### src/rtl/alu_mc.sv
// -----------------------------------------------------------------------------
// alu_mc : parametrised multi-cycle ALU with valid/ready on both sides.
//
// Operations (ALUOp): 000 AND, 001 OR, 010 ADD, 011 SUB, 100 XOR, 101 SLT,
// 110 SLL (one bit per cycle), 111 MUL (unsigned shift-add, WIDTH cycles).
//
// Ports
//   clk        rising-edge clock
//   rst        synchronous reset, active-high
//   in_valid   operands and opcode valid
//   in_ready   block can accept an operation (IDLE and not in reset)
//   A, B       operands, WIDTH bits
//   ALUOp      3-bit opcode
//   out_valid  Result and flags valid
//   out_ready  consumer accepts the result
//   Result     registered result, WIDTH bits
//   CarryOut   carry flag (ADD/SUB only)
//   Overflow   signed overflow (ADD/SUB) or non-zero high product half (MUL)
//   Zero       Result == 0, registered together with Result
//   dbg_state  current FSM state, for observation only
//
// Handshake: a transfer happens on a rising edge where valid && ready are both
// high. Input side: in_ready is high only in IDLE outside reset, and A/B/ALUOp
// are captured on the accepting edge. Output side: out_valid stays high with
// Result and flags frozen until the edge where out_ready is also high; the FSM
// then returns to IDLE, so in_ready rises one cycle later (no same-cycle
// turnaround).
// -----------------------------------------------------------------------------
module alu_mc #(
   parameter int WIDTH = 32
) (
   input  logic             clk,
   input  logic             rst,
   input  logic             in_valid,
   output logic             in_ready,
   input  logic [WIDTH-1:0] A,
   input  logic [WIDTH-1:0] B,
   input  logic [2:0]       ALUOp,
   output logic             out_valid,
   input  logic             out_ready,
   output logic [WIDTH-1:0] Result,
   output logic             CarryOut,
   output logic             Overflow,
   output logic             Zero,
   output logic [1:0]       dbg_state
);

   // Shift-amount field width, derived from WIDTH.
   localparam int SHW = $clog2(WIDTH);
   // Iteration counter must hold WIDTH itself (MUL iteration count).
   localparam int CW  = SHW + 1;

   localparam logic [1:0] S_IDLE = 2'd0;
   localparam logic [1:0] S_EXEC = 2'd1;
   localparam logic [1:0] S_DONE = 2'd2;

   localparam logic [2:0] OP_AND = 3'b000;
   localparam logic [2:0] OP_OR  = 3'b001;
   localparam logic [2:0] OP_ADD = 3'b010;
   localparam logic [2:0] OP_SUB = 3'b011;
   localparam logic [2:0] OP_XOR = 3'b100;
   localparam logic [2:0] OP_SLT = 3'b101;
   localparam logic [2:0] OP_SLL = 3'b110;

   logic [1:0]         state_q,  state_d;
   logic [2*WIDTH-1:0] acc_q,    acc_d;     // MUL accumulator / SLL shifter (low half)
   logic [WIDTH-1:0]   mcand_q,  mcand_d;   // MUL multiplicand
   logic [CW-1:0]      cnt_q,    cnt_d;     // remaining EXEC iterations
   logic               is_mul_q, is_mul_d;
   logic [WIDTH-1:0]   result_q, result_d;
   logic               carry_q,  carry_d;
   logic               ovf_q,    ovf_d;
   logic               zero_q,   zero_d;

   // Shared adder for ADD/SUB/SLT: SUB and SLT use A + ~B + 1.
   logic               is_sub;
   logic [WIDTH-1:0]   b_eff;
   logic [WIDTH:0]     addsub;
   logic               as_ovf;

   // One iteration of the EXEC datapaths.
   logic [WIDTH:0]     mul_part;
   logic [2*WIDTH-1:0] mul_next;
   logic [2*WIDTH-1:0] sll_next;

   // Result staging: only a completing operation updates the output registers.
   logic               load;
   logic [WIDTH-1:0]   res_n;
   logic               cy_n;
   logic               ov_n;

   always_comb begin
      is_sub = (ALUOp == OP_SUB) || (ALUOp == OP_SLT);
      b_eff  = is_sub ? ~B : B;
      addsub = {1'b0, A} + {1'b0, b_eff} + {{WIDTH{1'b0}}, is_sub};
      // Signed overflow: operands share a sign that the sum does not.
      as_ovf = (A[WIDTH-1] == b_eff[WIDTH-1]) && (addsub[WIDTH-1] != A[WIDTH-1]);
   end

   always_comb begin
      // Multiplier bits sit in the low half and are consumed from bit 0; the
      // partial sum enters at the top and the whole accumulator shifts right.
      mul_part = {1'b0, acc_q[2*WIDTH-1:WIDTH]}
               + (acc_q[0] ? {1'b0, mcand_q} : {(WIDTH+1){1'b0}});
      mul_next = {mul_part, acc_q[WIDTH-1:1]};
      sll_next = {{WIDTH{1'b0}}, acc_q[WIDTH-2:0], 1'b0};
   end

   always_comb begin
      state_d  = state_q;
      acc_d    = acc_q;
      mcand_d  = mcand_q;
      cnt_d    = cnt_q;
      is_mul_d = is_mul_q;
      result_d = result_q;
      carry_d  = carry_q;
      ovf_d    = ovf_q;
      zero_d   = zero_q;
      load     = 1'b0;
      res_n    = '0;
      cy_n     = 1'b0;
      ov_n     = 1'b0;

      case (state_q)
         S_IDLE: begin
            // in_ready is high here whenever rst is low; reset overrides below.
            if (in_valid) begin
               state_d = S_DONE;
               load    = 1'b1;
               case (ALUOp)
                  OP_AND: res_n = A & B;
                  OP_OR:  res_n = A | B;
                  OP_XOR: res_n = A ^ B;
                  OP_ADD, OP_SUB: begin
                     res_n = addsub[WIDTH-1:0];
                     cy_n  = addsub[WIDTH];
                     ov_n  = as_ovf;
                  end
                  OP_SLT: res_n = {{(WIDTH-1){1'b0}}, addsub[WIDTH-1] ^ as_ovf};
                  OP_SLL: begin
                     if (B[SHW-1:0] == '0) begin
                        res_n = A;
                     end else begin
                        load     = 1'b0;
                        state_d  = S_EXEC;
                        acc_d    = {{WIDTH{1'b0}}, A};
                        cnt_d    = {1'b0, B[SHW-1:0]};
                        is_mul_d = 1'b0;
                     end
                  end
                  default: begin // MUL
                     load     = 1'b0;
                     state_d  = S_EXEC;
                     acc_d    = {{WIDTH{1'b0}}, B};
                     mcand_d  = A;
                     cnt_d    = CW'(WIDTH);
                     is_mul_d = 1'b1;
                  end
               endcase
            end
         end
         S_EXEC: begin
            acc_d = is_mul_q ? mul_next : sll_next;
            cnt_d = cnt_q - CW'(1);
            // Last iteration: publish straight from the freshly computed value.
            if (cnt_q == CW'(1)) begin
               state_d = S_DONE;
               load    = 1'b1;
               res_n   = acc_d[WIDTH-1:0];
               ov_n    = is_mul_q && (|acc_d[2*WIDTH-1:WIDTH]);
            end
         end
         S_DONE: begin
            if (out_ready) begin
               state_d = S_IDLE;
            end
         end
         default: state_d = S_IDLE;
      endcase

      if (load) begin
         result_d = res_n;
         carry_d  = cy_n;
         ovf_d    = ov_n;
         zero_d   = ~|res_n;
      end
   end

   always_ff @(posedge clk) begin
      if (rst) begin
         state_q  <= S_IDLE;
         acc_q    <= '0;
         mcand_q  <= '0;
         cnt_q    <= '0;
         is_mul_q <= 1'b0;
         result_q <= '0;
         carry_q  <= 1'b0;
         ovf_q    <= 1'b0;
         zero_q   <= 1'b0;
      end else begin
         state_q  <= state_d;
         acc_q    <= acc_d;
         mcand_q  <= mcand_d;
         cnt_q    <= cnt_d;
         is_mul_q <= is_mul_d;
         result_q <= result_d;
         carry_q  <= carry_d;
         ovf_q    <= ovf_d;
         zero_q   <= zero_d;
      end
   end

   assign in_ready  = (state_q == S_IDLE) && !rst;
   assign out_valid = (state_q == S_DONE);
   assign Result    = result_q;
   assign CarryOut  = carry_q;
   assign Overflow  = ovf_q;
   assign Zero      = zero_q;
   assign dbg_state = state_q;

endmodule

### config.mk
export PLATFORM = sky130hd
export DESIGN_NAME = alu_mc
export DESIGN_NICKNAME = d
export VERILOG_FILES = /design/src/rtl/alu_mc.sv
export SDC_FILE = /design/constraint.sdc
export NUM_CORES = 1
export LEC_CHECK = 0
export ABC_CLOCK_PERIOD_IN_PS = 7400
export CELL_PAD_IN_SITES_DETAIL_PLACEMENT = 0
export CELL_PAD_IN_SITES_GLOBAL_PLACEMENT = 1
export CORE_MARGIN = 1
export CORE_UTILIZATION = 44
export DETAILED_ROUTE_END_ITERATION = 10
export HOLD_SLACK_MARGIN = 0.15
export PLACE_DENSITY_LB_ADDON = 0.2
export SYNTH_ARGS = -nofsm -noshare
export SYNTH_HDL_FRONTEND = slang
export SYNTH_SLANG_ARGS = --single-unit
### constraint.sdc
create_clock -name clk -period 7.4 [get_ports clk]
set_clock_uncertainty 0.1 [all_clocks]
set_input_delay 1.48 -clock clk [delete_from_list [all_inputs] [get_ports clk]]
set_output_delay 1.48 -clock clk [all_outputs]
set_load 0.01 [all_outputs]
==> reports/summary.json, run 1 <==
{
  "status": {
    "run_status": "finished, final reports clean"
  },
  "synth": {
    "synth_top_cell_by_area": "sky130_fd_sc_hd__dfxtp_1",
    "post_synth_instance_area_mm2": 0.0126,
    "post-synth-top-area-fraction_pct": 22.3,
    "synthDistinctLibCells": 74,
    "synth_async_sr_flop_share_pct": 0,
    "synth_top_flop_cell": "sky130_fd_sc_hd__dfxtp_1",
    "synth-seq-area-share_pct": 22.3,
    "ys.warnings.count": 0,
    "synthMostInstantiatedCell": "sky130_fd_sc_hd__a21oi_1",
    "synth_seq_cells": 140,
    "syn_inst": 1722,
    "synthesis.area_per_instance_um2": 7.31,
    "syn_nets": 1929,
    "synth_top_cells_by_count": "sky130_fd_sc_hd__a21oi_1 (209), sky130_fd_sc_hd__nor2_1 (194), sky130_fd_sc_hd__nand2_1 (192)",
    "synth_enable_flop_cells": 0,
    "ys_top_cells_by_area": "sky130_fd_sc_hd__dfxtp_1 (22%), sky130_fd_sc_hd__ha_1 (13%), sky130_fd_sc_hd__a21oi_1 (8.3%), sky130_fd_sc_hd__nor2_1 (5.8%), sky130_fd_sc_hd__nand2_1 (5.7%)"
  },
  "timing": {
    "unrepaired_setup_endpoints_after_global_routing": "false",
    "final-setup-viol-count": 0,
    "final_worst_path_period_share_pct": 79.7,
    "finalCriticalPeriod_ns": 5.90,
    "slew_headroom_pct": 28.8,
    "fin_ws_ns": 1.50,
    "timing.final.max_slew_violations": 0,
    "max_freq_mhz": 170,
    "timing.setup.tns_ns": 0,
    "worst-slew-pin-transition_ns": 1.07,
    "finalHoldViolCount": 0
  },
  "routing": {
    "routed_wl_um": 42800,
    "antenna_left": 0,
    "drt_iter0_drc": 1001,
    "top_layer_used": "met4",
    "via_count": 12700,
    "routed_length_on_met1_um": 20900,
    "tritonroute_pass_1_iters": 6,
    "post_drt_wl_per_cell_um": 19.9,
    "dr_wl_met3_um": 2430,
    "number_of_remaining_drc_errors": 0,
    "met2WireLength_um": 18500,
    "avgViaCountPerCell": 5.90
  },
  "layout": {
    "post_route_cells_drive_above_1_share_pct": 4.80,
    "syn2layout_area_growth_pct": 15.0,
    "diodes": 0,
    "nNetsFinal": 1966
  },
  "global_routing": {
    "grt_start_max_net_pins": 66,
    "first_pass_grt_wire_length_um": 66600,
    "antenna_found_initial": 0,
    "grt.total_usage_pct": 29.4,
    "grt.overflow.total": 0,
    "first_global_vias": 11800
  },
  "cts": {
    "cts_hold_buf": 0,
    "cts-buffers-inserted": 17,
    "clock-sinks": 140,
    "clock_tree_from_tritoncts": "done",
    "ctsRootBufferMaster": "sky130_fd_sc_hd__clkbuf_16",
    "post_cts_resize_count": 0,
    "clock_insertion_delay_worst_skew_ns": 0.45,
    "clk_pin_slew_worst_paths_ns": 0.07,
    "clock_tree.buffer_depth": 2,
    "number_of_levels_the_h_tree_was_split_into": 4,
    "cts.repair_timing.setup_buffer_count": 0
  },
  "floorplan": {
    "io-pin-count": 110,
    "core-area_mm2": 0.0279,
    "row_count": 61,
    "dieArea_mm2": 0.0293,
    "floorplan.initialDensity_pct": 45.1,
    "die_y_um": 171,
    "fp.dieW_um": 171
  },
  "pwr": {
    "power_density_mw_per_mm2": 165,
    "highest_ir_drop_seen_on_vdd_mv": 0.150,
    "total_leakage_power_uw": 0.00594
  },
  "critical_path": {
    "crit_path_max_incr_delay_ns": 0.54,
    "rrSetupSlack_ns": 2.36,
    "end_kind": "flop",
    "worst_path_max_delay_cell": "sky130_fd_sc_hd__a41oi_1",
    "crit_chain": "clkdlybuf4s50_1 -> xor2_1 -> nand2_2 -> buf_4 -> xnor2_1 -> ha_1 -> a21oi_1 -> o21ai_0 -> o41ai_1 -> o21ai_0 -> a41oi_1 -> xnor2_1 -> or3_1 -> nand3b_1 -> nor4_1 -> nand4_1 -> and2_1",
    "startpoint_type": "input pin",
    "worstPathRequired_ns": 7.65,
    "timing.critical_path.arrival_ns": 6.15,
    "critical_path_buf_inv_count": 2,
    "critical_path_peak_fanout": 17,
    "path_class": "in -> reg",
    "cpLargestDelayFamily": "compound AO/OA/AOI/OAI gates"
  },
  "place": {
    "place.port_buffers": 109,
    "post-place-ws_ns": 1.11,
    "post_dp_hpwl_um": 31300,
    "last_weighted_congestion_value_of_the_routability_driven_placer": 0.911
  },
  "run": {
    "drv.max_cap_violation_count": 0
  },
  "min_path": {
    "hold_class": "reg -> reg"
  }
}
-- cells by family after synthesis --
group / synth area share (%)
simple gates: 20.0
compound gates: 26.9
buf+inv: 5.95
flops: 22.3
fa+ha+maj: 13.6
xor+xnor: 5.84
mux: 5.51
-- power breakdown --
group | internal (µW) | total, µW | switching [µW]
Combinational | 284 | 713 | 429
Sequential | 781 | 803 | 21.4
Clock | 476 | 877 | 400
Total | 1540 | 2390 | 850
-- routing by layer --
metal	global-route usage [%]	up-vias
met1	41.8	6012
met5	0	-
met2	45.0	389
met3	4.53	55
li1	-	6221
met4	9.39	0
-- cell type report --
class	count	area, µm²
sequential	140	2800
clock inverter	14	150
inverter	83	312
fill	2836	13400
timing repair buffer	131	1240
clock buffer	18	429
multi-input combinational	1386	9080
tap	378	473
-- worst paths after layout --
kind | cells past startpoint | endpoint | from
setup reg to reg | 14 | Overflow | acc_q[0]
hold reg to reg | 2 | mcand_q[17] | mcand_q[17]
setup / recovery | 17 | Overflow | ALUOp[1]
hold / removal | 2 | mcand_q[17] | mcand_q[17]
-- flip-flops by register name (all words and copies together) (netlist names) --
signal	flops
acc_q	64
CarryOut	1
mcand_q	32
dbg_state	2
is_mul_q	1
cnt_q	6
Result	32
Zero	1
Overflow	1
-- worst reg2reg max path, stage by stage, from the launching register on --
cell,delay [ns]
sky130_fd_sc_hd__dfxtp_1,0.63
sky130_fd_sc_hd__and2_1,0.34
sky130_fd_sc_hd__ha_1,0.23
sky130_fd_sc_hd__fa_1,0.48
sky130_fd_sc_hd__a21o_1,0.20
sky130_fd_sc_hd__and4_4,0.19
sky130_fd_sc_hd__or3_4,0.40
sky130_fd_sc_hd__a211oi_1,0.66
sky130_fd_sc_hd__o21ai_0,0.38
sky130_fd_sc_hd__a311oi_1,0.51
sky130_fd_sc_hd__xnor2_1,0.21
sky130_fd_sc_hd__o211ai_1,0.13
sky130_fd_sc_hd__nor4_1,0.20
sky130_fd_sc_hd__nand4_1,0.12
sky130_fd_sc_hd__and2_1,0.16
-- stage by stage --
stage	utilization [%]	cell area [µm²]	cells	hold WS, ns	total power (µW)
after global placement	49.8	13900	2118	0.338	1520
after global routing	51.9	14500	2150	0.368	2500
after CTS	51.9	14500	2150	0.354	2400
final	51.9	14500	2150	0.351	2390
after floorplan	-	12600	1722	0.332	1280
after detailed placement	49.8	13900	2118	0.344	1520
-- layout by cell type, fill, tap and decap left out, drive strengths merged, types with 10 or more instances in the layout --
cell type      count
o22ai             28
a31oi             17
nor2             194
nor3              22
a21oi            209
xnor2             62
ha               134
o211ai            15
o21ai             88
clkdlybuf4s50    106
mux2i             66
nand2            192
a221oi            10
a211oi            16
xor2              22
clkbuf            18
nand4             20
nand3             29
buf               25
a22oi             49
and2              38
dfxtp            140
a21o              28
and3              17
inv               91
No activity file was read; power rests on OpenSTA's default activity.
==> inputs of run 2 (changes only) <==
--- a/config.mk
+++ b/config.mk
@@ -5,11 +5,11 @@
 export SDC_FILE = /design/constraint.sdc
 export NUM_CORES = 1
 export LEC_CHECK = 0
-export ABC_CLOCK_PERIOD_IN_PS = 7400
+export ABC_CLOCK_PERIOD_IN_PS = 5010
 export CELL_PAD_IN_SITES_DETAIL_PLACEMENT = 0
 export CELL_PAD_IN_SITES_GLOBAL_PLACEMENT = 1
 export CORE_MARGIN = 1
-export CORE_UTILIZATION = 44
+export CORE_UTILIZATION = 40
 export DETAILED_ROUTE_END_ITERATION = 10
 export HOLD_SLACK_MARGIN = 0.15
 export PLACE_DENSITY_LB_ADDON = 0.2
==> constraint.sdc (replaced) <==
create_clock -name clk -period 5.01 [get_ports clk]
set_clock_uncertainty 0.1 [all_clocks]
set_input_delay 1.002 -clock clk [delete_from_list [all_inputs] [get_ports clk]]
set_output_delay 1.002 -clock clk [all_outputs]
set_load 0.01 [all_outputs]
==> run 2 against run 1 <==
  * Global-route usage fell by 2.0 points
  * Clock power rose by 51%
  * Total power rose by 59%
  * Count of clock-buffer cells in the layout rose by 6
  * First-iteration DRC count fell by 6.5%
==> reports/summary.json, run 2 (same netlist as run 1, synthesis figures left out) <==
{
  "routing": {
    "routed_wl": {"value": 44400, "unit": "µm", "change": "+3.8%"},
    "number_of_remaining_drc_errors": {"value": 0, "change": "unchanged"},
    "drt_iter0_drc": {"value": 936, "change": "-6.5%"},
    "tritonroute_pass_1_iters": {"value": 5, "change": "-1"},
    "post_drt_wl_per_cell": {"value": 19.1, "unit": "µm", "change": "-4.1%"},
    "antenna_left": {"value": 0, "change": "unchanged"},
    "avgViaCountPerCell": {"value": 5.65, "change": "-4.1%"},
    "via_count": {"value": 13200, "change": "+3.8%"}
  },
  "timing": {
    "final-setup-viol-count": {"value": 0, "change": "unchanged"},
    "finalHoldViolCount": {"value": 0, "change": "unchanged"},
    "worst_hold_slack_after_final_layout": {"value": 0.350, "unit": "ns", "change": "-0.000410 ns"},
    "final_worst_path_period_share_pct": 96.3,
    "timing.final.max_slew_violations": {"value": 0, "change": "unchanged"},
    "max_freq_mhz": 207,
    "slew_headroom": {"value": 29.6, "unit": "%", "change": "+0.78 points"},
    "finalCriticalPeriod_ns": 4.83,
    "worst-slew-pin-transition": {"value": 1.06, "unit": "ns", "change": "-0.0118 ns"},
    "fin_ws": {"value": 0.183, "unit": "ns", "change": "-1.32 ns"},
    "unrepaired_setup_endpoints_after_global_routing": "true"
  },
  "critical_path": {
    "cpLargestDelayFamily": "compound AO/OA/AOI/OAI gates",
    "startpoint_type": "input pin",
    "path_class": "in -> reg",
    "crit_path_max_incr_delay": {"value": 0.49, "unit": "ns", "change": "-0.05 ns"},
    "worst_path_max_delay_cell": "sky130_fd_sc_hd__clkdlybuf4s50_1",
    "crit_chain": "clkdlybuf4s50_1 -> xor2_1 -> nand2_2 -> xnor2_1 -> ha_1 -> a311o_1 -> a31o_2 -> o21ai_0 -> o21ai_0 -> xor2_1 -> a221oi_1 -> buf_4 -> nand4_1 -> or3_1 -> nor4b_1 -> nand4_1 -> o31ai_1",
    "worstPathRequired": {"value": 5.28, "unit": "ns", "change": "-2.37 ns"},
    "timing.critical_path.arrival": {"value": 5.09, "unit": "ns", "change": "-1.06 ns"},
    "end_kind": "flop",
    "rrSetupSlack": {"value": 0.84, "unit": "ns", "change": "-1.52 ns"},
    "critical_path_peak_fanout": {"value": 3, "change": "-14"},
    "critical_path_buf_inv_count": {"value": 2, "change": "unchanged"}
  },
  "global_routing": {
    "grt.total_usage": {"value": 27.4, "unit": "%", "change": "-2.0 points"},
    "antenna_found_initial": {"value": 0, "change": "unchanged"},
    "first_global_vias": {"value": 12500, "change": "+6.3%"},
    "grt_start_max_net_pins": {"value": 70, "change": "+6.1%"},
    "first_pass_grt_wire_length": {"value": 70000, "unit": "µm", "change": "+5.1%"},
    "grt.overflow.total": {"value": 0, "change": "unchanged"}
  },
  "layout": {
    "fillerInstances": {"value": 3116, "change": "+9.9%"},
    "largest_register_ff_count": {"value": 64, "change": "unchanged"},
    "post_route_cells_drive_above_1_share": {"value": 13.1, "unit": "%", "change": "+8.3 points"},
    "nNetsFinal": {"value": 2125, "change": "+8.1%"},
    "register_area": {"value": 0.00280, "unit": "mm²", "change": "unchanged"},
    "diodes": {"value": 0, "change": "unchanged"},
    "highest_count_cells_in_the_layout_ignoring_fill_and_taps": "sky130_fd_sc_hd__a21oi_1 (203), sky130_fd_sc_hd__nor2_1 (193), sky130_fd_sc_hd__nand2_1 (191), sky130_fd_sc_hd__buf_4 (177), sky130_fd_sc_hd__dfxtp_1 (139)",
    "syn2layout_area_growth_pct": 25.7,
    "multiInputGateArea": {"value": 0.00913, "unit": "mm²", "change": "+0.54%"},
    "most_common_cell_after_layout_fill_and_taps_aside": "sky130_fd_sc_hd__a21oi_1",
    "top_register": "acc_q",
    "final_core_util": {"value": 51.5, "unit": "%", "change": "-0.37 points"}
  },
  "cts": {
    "clock_insertion_delay_worst_skew": {"value": 0.45, "unit": "ns", "change": "about the same"},
    "clock-sinks": {"value": 140, "change": "unchanged"},
    "clock_tree_from_tritoncts": "done",
    "clk_pin_slew_worst_paths": {"value": 0.07, "unit": "ns", "change": "about the same"},
    "ctsRootBufferMaster": "sky130_fd_sc_hd__clkbuf_16",
    "cts_hold_buf": {"value": 0, "change": "unchanged"},
    "clock_tree.buffer_depth": {"value": 2, "change": "unchanged"},
    "number_of_levels_the_h_tree_was_split_into": {"value": 4, "change": "unchanged"},
    "cts-buffers-inserted": {"value": 17, "change": "unchanged"}
  },
  "floorplan": {
    "fp.dieW": {"value": 179, "unit": "µm", "change": "+4.8%"},
    "dieArea": {"value": 0.0322, "unit": "mm²", "change": "+9.9%"},
    "floorplan.initialDensity": {"value": 41.0, "unit": "%", "change": "-4.1 points"},
    "row_count": {"value": 64, "change": "+4.9%"},
    "io-pin-count": {"value": 110, "change": "unchanged"},
    "core-area": {"value": 0.0307, "unit": "mm²", "change": "+10%"},
    "die_y": {"value": 179, "unit": "µm", "change": "+4.8%"}
  },
  "status": {
    "run_status": "finished, final reports clean"
  },
  "pwr": {
    "total_leakage_power": {"value": 0.00674, "unit": "µW", "change": "+13%"},
    "power_density": {"value": 241, "unit": "mW/mm²", "change": "+46%"},
    "total_power": {"value": 3810, "unit": "µW", "change": "+59%"},
    "highest_ir_drop_seen_on_vdd": {"value": 0.228, "unit": "mV", "change": "+51%"}
  },
  "place": {
    "place.port_buffers": {"value": 109, "change": "unchanged"},
    "post-place-ws": {"value": -0.427, "unit": "ns", "change": "-1.53 ns"},
    "post_dp_hpwl": {"value": 34000, "unit": "µm", "change": "+8.9%"},
    "last_weighted_congestion_value_of_the_routability_driven_placer": {"value": 0.925, "change": "+1.5%"}
  },
  "min_path": {
    "hold_class": "reg -> reg"
  },
  "run": {
    "drv.max_cap_violation_count": {"value": 0, "change": "unchanged"}
  }
}
-- run 2: cell count changes in the layout (fill, tap and decap cells not counted), moves of 4 or more --
cell | previous run | this run
sky130_fd_sc_hd__buf_4 | 23 | 177
sky130_fd_sc_hd__a21oi_1 | 208 | 203
sky130_fd_sc_hd__a21oi_2 | 0 | 5
sky130_fd_sc_hd__buf_12 | 0 | 5
sky130_fd_sc_hd__clkbuf_8 | 0 | 4
sky130_fd_sc_hd__inv_8 | 4 | 0
-- run 2: timing repair --
item | in CTS | in global routing
setup buffers | 0 | 1
gates resized for setup | 0 | 14
setup endpoints to repair | 0 | 4
-- run 2: worst paths after layout --
kind | startpoint | endpoint | depth (start not counted)
setup / recovery | ALUOp[1] | Zero | 17
setup reg to reg | acc_q[0] | Overflow | 14
hold reg to reg | mcand_q[29] | mcand_q[29] | 2
hold / removal | mcand_q[29] | mcand_q[29] | 2
-- run 2: layout make-up --
type	instances	area share [%]
Inverter	83	1.97
Clock inverter	8	0.664
Multi-Input combinational cell	1386	57.6
Clock buffer	24	3.11
Tap cell	396	3.13
Timing Repair Buffer	290	15.8
Sequential cell	140	17.7
-- run 2: routing by layer --
metal | vias to the layer above | wire length (µm) | share of wire (%) | GRT usage (%)
li1 | 6525 | - | - | -
met1 | 6192 | 21900 | 49 | 39.2
met2 | 396 | 19300 | 43 | 42.8
met3 | 42 | 2650 | 6.0 | 4.52
met4 | 0 | 627 | 1.4 | 6.10
met5 | - | 0 | 0 | 0
-- run 2: worst min-delay path, stage by stage, from the launching register on --
cell	delay (ns)
sky130_fd_sc_hd__dfxtp_1	0.31
sky130_fd_sc_hd__nand2_1	0.05
sky130_fd_sc_hd__a21oi_1	0.05
-- run 2: through the flow --
step | instance area (µm²) | TNS, ns | std cells
final | 15800 | 0 | 2327
after global placement | 15200 | -0.899 | 2294
after CTS | 15800 | 0 | 2326
after detailed placement | 15200 | -1.52 | 2294
after global routing | 15800 | -0.0177 | 2327
after floorplan | 12600 | 0 | 1722
-- run 2: power by group --
group / leakage (µW) / internal (µW) / switching [µW]
clock network: 0.000283 / 789 / 532
registers: 0.00113 / 1150 / 32.8
logic: 0.00532 / 613 / 694
total: 0.00674 / 2560 / 1260
==> inputs of run 3 (changes only) <==
--- a/config.mk
+++ b/config.mk
@@ -6,6 +6,7 @@
 export NUM_CORES = 1
 export LEC_CHECK = 0
 export ABC_CLOCK_PERIOD_IN_PS = 5010
+export CAP_MARGIN = 20
 export CELL_PAD_IN_SITES_DETAIL_PLACEMENT = 0
 export CELL_PAD_IN_SITES_GLOBAL_PLACEMENT = 1
 export CORE_MARGIN = 1
==> run 3 against run 2 <==
  * Worst hold slack hardly changed
  * Flip-flop and latch count stayed put
  * Global-route usage stayed put
  * Fmax is 0.23% higher
  * Cell count hardly changed
  * Critical endpoint unchanged
==> reports/summary.json, run 3 (same netlist as run 1, synthesis figures left out) <==
{
  "status": {
    "run_status": "finished, final reports clean"
  },
  "timing": {
    "max_freq": {"value": 208, "unit": "MHz", "change": "+0.23%"},
    "finalCriticalPeriod": {"value": 4.82, "unit": "ns", "change": "-0.0112 ns"},
    "worst-slew-pin-transition": {"value": 0.852, "unit": "ns", "change": "-0.204 ns"},
    "slew_headroom": {"value": 43.1, "unit": "%", "change": "+14 points"},
    "fin_ws": {"value": 0.194, "unit": "ns", "change": "+0.0112 ns"},
    "final-setup-viol-count": {"value": 0, "change": "unchanged"},
    "final_worst_path_period_share": {"value": 96.1, "unit": "%", "change": "-0.22 points"},
    "finalHoldViolCount": {"value": 0, "change": "unchanged"},
    "unrepaired_setup_endpoints_after_global_routing": "true",
    "timing.final.max_slew_violations": {"value": 0, "change": "unchanged"}
  },
  "cts": {
    "cts-buffers-inserted": {"value": 17, "change": "unchanged"},
    "clock_insertion_delay_worst_skew": {"value": 0.45, "unit": "ns", "change": "about the same"},
    "clock_tree.buffer_depth": {"value": 2, "change": "unchanged"},
    "clock_tree_from_tritoncts": "done",
    "clk_pin_slew_worst_paths": {"value": 0.07, "unit": "ns", "change": "about the same"},
    "cts_hold_buf": {"value": 0, "change": "unchanged"},
    "number_of_levels_the_h_tree_was_split_into": {"value": 4, "change": "unchanged"},
    "clock-sinks": {"value": 140, "change": "unchanged"},
    "ctsRootBufferMaster": "sky130_fd_sc_hd__clkbuf_16"
  },
  "critical_path": {
    "startpoint_type": "input pin",
    "critical_path_peak_fanout": {"value": 3, "change": "unchanged"},
    "rrSetupSlack": {"value": 0.85, "unit": "ns", "change": "about the same"},
    "worstPathRequired": {"value": 5.28, "unit": "ns", "change": "about the same"},
    "r2r_start": "acc_q[0]",
    "path_class": "in -> reg",
    "r2r_end": "Overflow",
    "register_to_register_path_depth": {"value": 14, "change": "unchanged"},
    "timing.critical_path.arrival": {"value": 5.08, "unit": "ns", "change": "about the same"},
    "end_kind": "flop"
  },
  "layout": {
    "top_register": "acc_q",
    "diodes": {"value": 0, "change": "unchanged"},
    "nNetsFinal": {"value": 2126, "change": "+0.047%"},
    "syn2layout_area_growth": {"value": 25.8, "unit": "%", "change": "about the same"},
    "most_common_cell_after_layout_fill_and_taps_aside": "sky130_fd_sc_hd__a21oi_1",
    "highest_count_cells_in_the_layout_ignoring_fill_and_taps": "sky130_fd_sc_hd__a21oi_1 (203), sky130_fd_sc_hd__nor2_1 (193), sky130_fd_sc_hd__nand2_1 (191), sky130_fd_sc_hd__buf_4 (177), sky130_fd_sc_hd__dfxtp_1 (139)",
    "largest_register_ff_count": {"value": 64, "change": "unchanged"},
    "final_core_util": {"value": 51.5, "unit": "%", "change": "about the same"},
    "post_route_cells_drive_above_1_share": {"value": 13.1, "unit": "%", "change": "+0.045 points"}
  },
  "min_path": {
    "start_point_of_the_worst_min_delay_path": "mcand_q[29]",
    "min_delay_path_depth": {"value": 2, "change": "unchanged"},
    "hold_path_end": "mcand_q[29]",
    "hold_class": "reg -> reg"
  },
  "place": {
    "post_dp_hpwl": {"value": 34000, "unit": "µm", "change": "unchanged"},
    "post-place-ws": {"value": -0.427, "unit": "ns", "change": "unchanged"},
    "last_weighted_congestion_value_of_the_routability_driven_placer": {"value": 0.925, "change": "unchanged"},
    "place.port_buffers": {"value": 109, "change": "unchanged"}
  },
  "global_routing": {
    "antenna_found_initial": {"value": 0, "change": "unchanged"},
    "first_pass_grt_wire_length": {"value": 70000, "unit": "µm", "change": "unchanged"},
    "first_global_vias": {"value": 12500, "change": "unchanged"},
    "grt.overflow.total": {"value": 0, "change": "unchanged"},
    "grt.total_usage": {"value": 27.4, "unit": "%", "change": "unchanged"},
    "grt_start_max_net_pins": {"value": 70, "change": "unchanged"}
  },
  "floorplan": {
    "io-pin-count": {"value": 110, "change": "unchanged"},
    "dieArea": {"value": 0.0322, "unit": "mm²", "change": "unchanged"},
    "die_y": {"value": 179, "unit": "µm", "change": "unchanged"},
    "core-area": {"value": 0.0307, "unit": "mm²", "change": "unchanged"},
    "row_count": {"value": 64, "change": "unchanged"},
    "floorplan.initialDensity": {"value": 41.0, "unit": "%", "change": "unchanged"},
    "fp.dieW": {"value": 179, "unit": "µm", "change": "unchanged"}
  },
  "routing": {
    "drt_iter0_drc": {"value": 922, "change": "-1.5%"},
    "post_drt_wl_per_cell": {"value": 19.1, "unit": "µm", "change": "about the same"},
    "tritonroute_pass_1_iters": {"value": 5, "change": "unchanged"},
    "routed_wl": {"value": 44500, "unit": "µm", "change": "about the same"},
    "via_count": {"value": 13200, "change": "+0.41%"},
    "avgViaCountPerCell": {"value": 5.67, "change": "+0.37%"},
    "number_of_remaining_drc_errors": {"value": 0, "change": "unchanged"},
    "antenna_left": {"value": 0, "change": "unchanged"}
  },
  "pwr": {
    "total_leakage_power": {"value": 0.00674, "unit": "µW", "change": "+0.11%"},
    "highest_ir_drop_seen_on_vdd": {"value": 0.229, "unit": "mV", "change": "+0.78%"},
    "power_density": {"value": 241, "unit": "mW/mm²", "change": "about the same"}
  },
  "run": {
    "drv.max_cap_violation_count": {"value": 0, "change": "unchanged"}
  }
}
==> run 3: changes by cell type in the layout (fill, tap and decap cells not counted) <==
cell,delta
sky130_fd_sc_hd__buf_8,+1
==> run 3: final cells by class <==
cell class / count / area (µm²)
well taps: 396 / 495
clock inverters: 8 / 105
clock buffers: 24 / 492
inverters: 83 / 312
multi-input cells: 1386 / 9130
flip-flops and latches: 140 / 2800
fillers: 3114 / 14900
repair buffers: 291 / 2510
==> run 3: critical path, stage by stage <==
cell and delay, ns:
sky130_fd_sc_hd__clkdlybuf4s50_1 0.49, sky130_fd_sc_hd__xor2_1 0.22, sky130_fd_sc_hd__nand2_2 0.13, sky130_fd_sc_hd__xnor2_1 0.25, sky130_fd_sc_hd__ha_1 0.29, sky130_fd_sc_hd__a311o_1 0.31
sky130_fd_sc_hd__a31o_2 0.25, sky130_fd_sc_hd__o21ai_0 0.17, sky130_fd_sc_hd__o21ai_0 0.15, sky130_fd_sc_hd__xor2_1 0.20, sky130_fd_sc_hd__a221oi_1 0.27, sky130_fd_sc_hd__buf_4 0.19
sky130_fd_sc_hd__nand4_1 0.10, sky130_fd_sc_hd__or3_1 0.39, sky130_fd_sc_hd__nor4b_1 0.29, sky130_fd_sc_hd__nand4_1 0.16, sky130_fd_sc_hd__o31ai_1 0.22
==> run 3: power by group <==
group / internal (µW) / leakage, µW / total [µW] / switching (µW)
Clock: 788 / 0.000283 / 1320 / 534
Sequential: 1150 / 0.00113 / 1190 / 32.8
Combinational: 613 / 0.00532 / 1310 / 694
Total: 2560 / 0.00674 / 3820 / 1260
==> run 3: per-stage QoR <==
step                instance area, µm²  hold WS [ns]  total power [µW]  TNS [ns]  cells
CTS                              15800         0.353              3810         0   2326
floorplan                        12600         0.332              1890         0   1722
finish                           15900         0.350              3820         0   2328
global placement                 15200         0.339              2480    -0.899   2294
detailed placement               15200         0.344              2490     -1.52   2294
global route                     15900         0.369              4000   -0.0177   2328
==> run 3: repair_timing <==
item / 4_1_cts / 5_1_grt
resized for setup: 0 / 14
endpoints found under the setup margin: 0 / 4
buffers inserted: 0 / 1
==> run 3: per-layer routing <==
layer  vias up  track usage (%)  share of wire (%)
met2       416             42.8                 44
met1      6221             39.2                 49
li1       6533                -                  -
met5         -                0                  0
met4         0             6.10                1.4
met3        39             4.52                5.8
==> run 3: worst max path at each step <==
stage / depth (start not counted) / from / slack (ns) / end
after floorplan: 18 / ALUOp[0] / 0.01 / Zero
after CTS: 16 / ALUOp[1] / 0.03 / Zero
final: 17 / ALUOp[1] / 0.19 / Zero
after detailed placement: 16 / ALUOp[1] / -0.43 / Zero
after global routing: 17 / ALUOp[1] / -0.02 / Zero
after global placement: 19 / ALUOp[1] / -0.37 / Zero
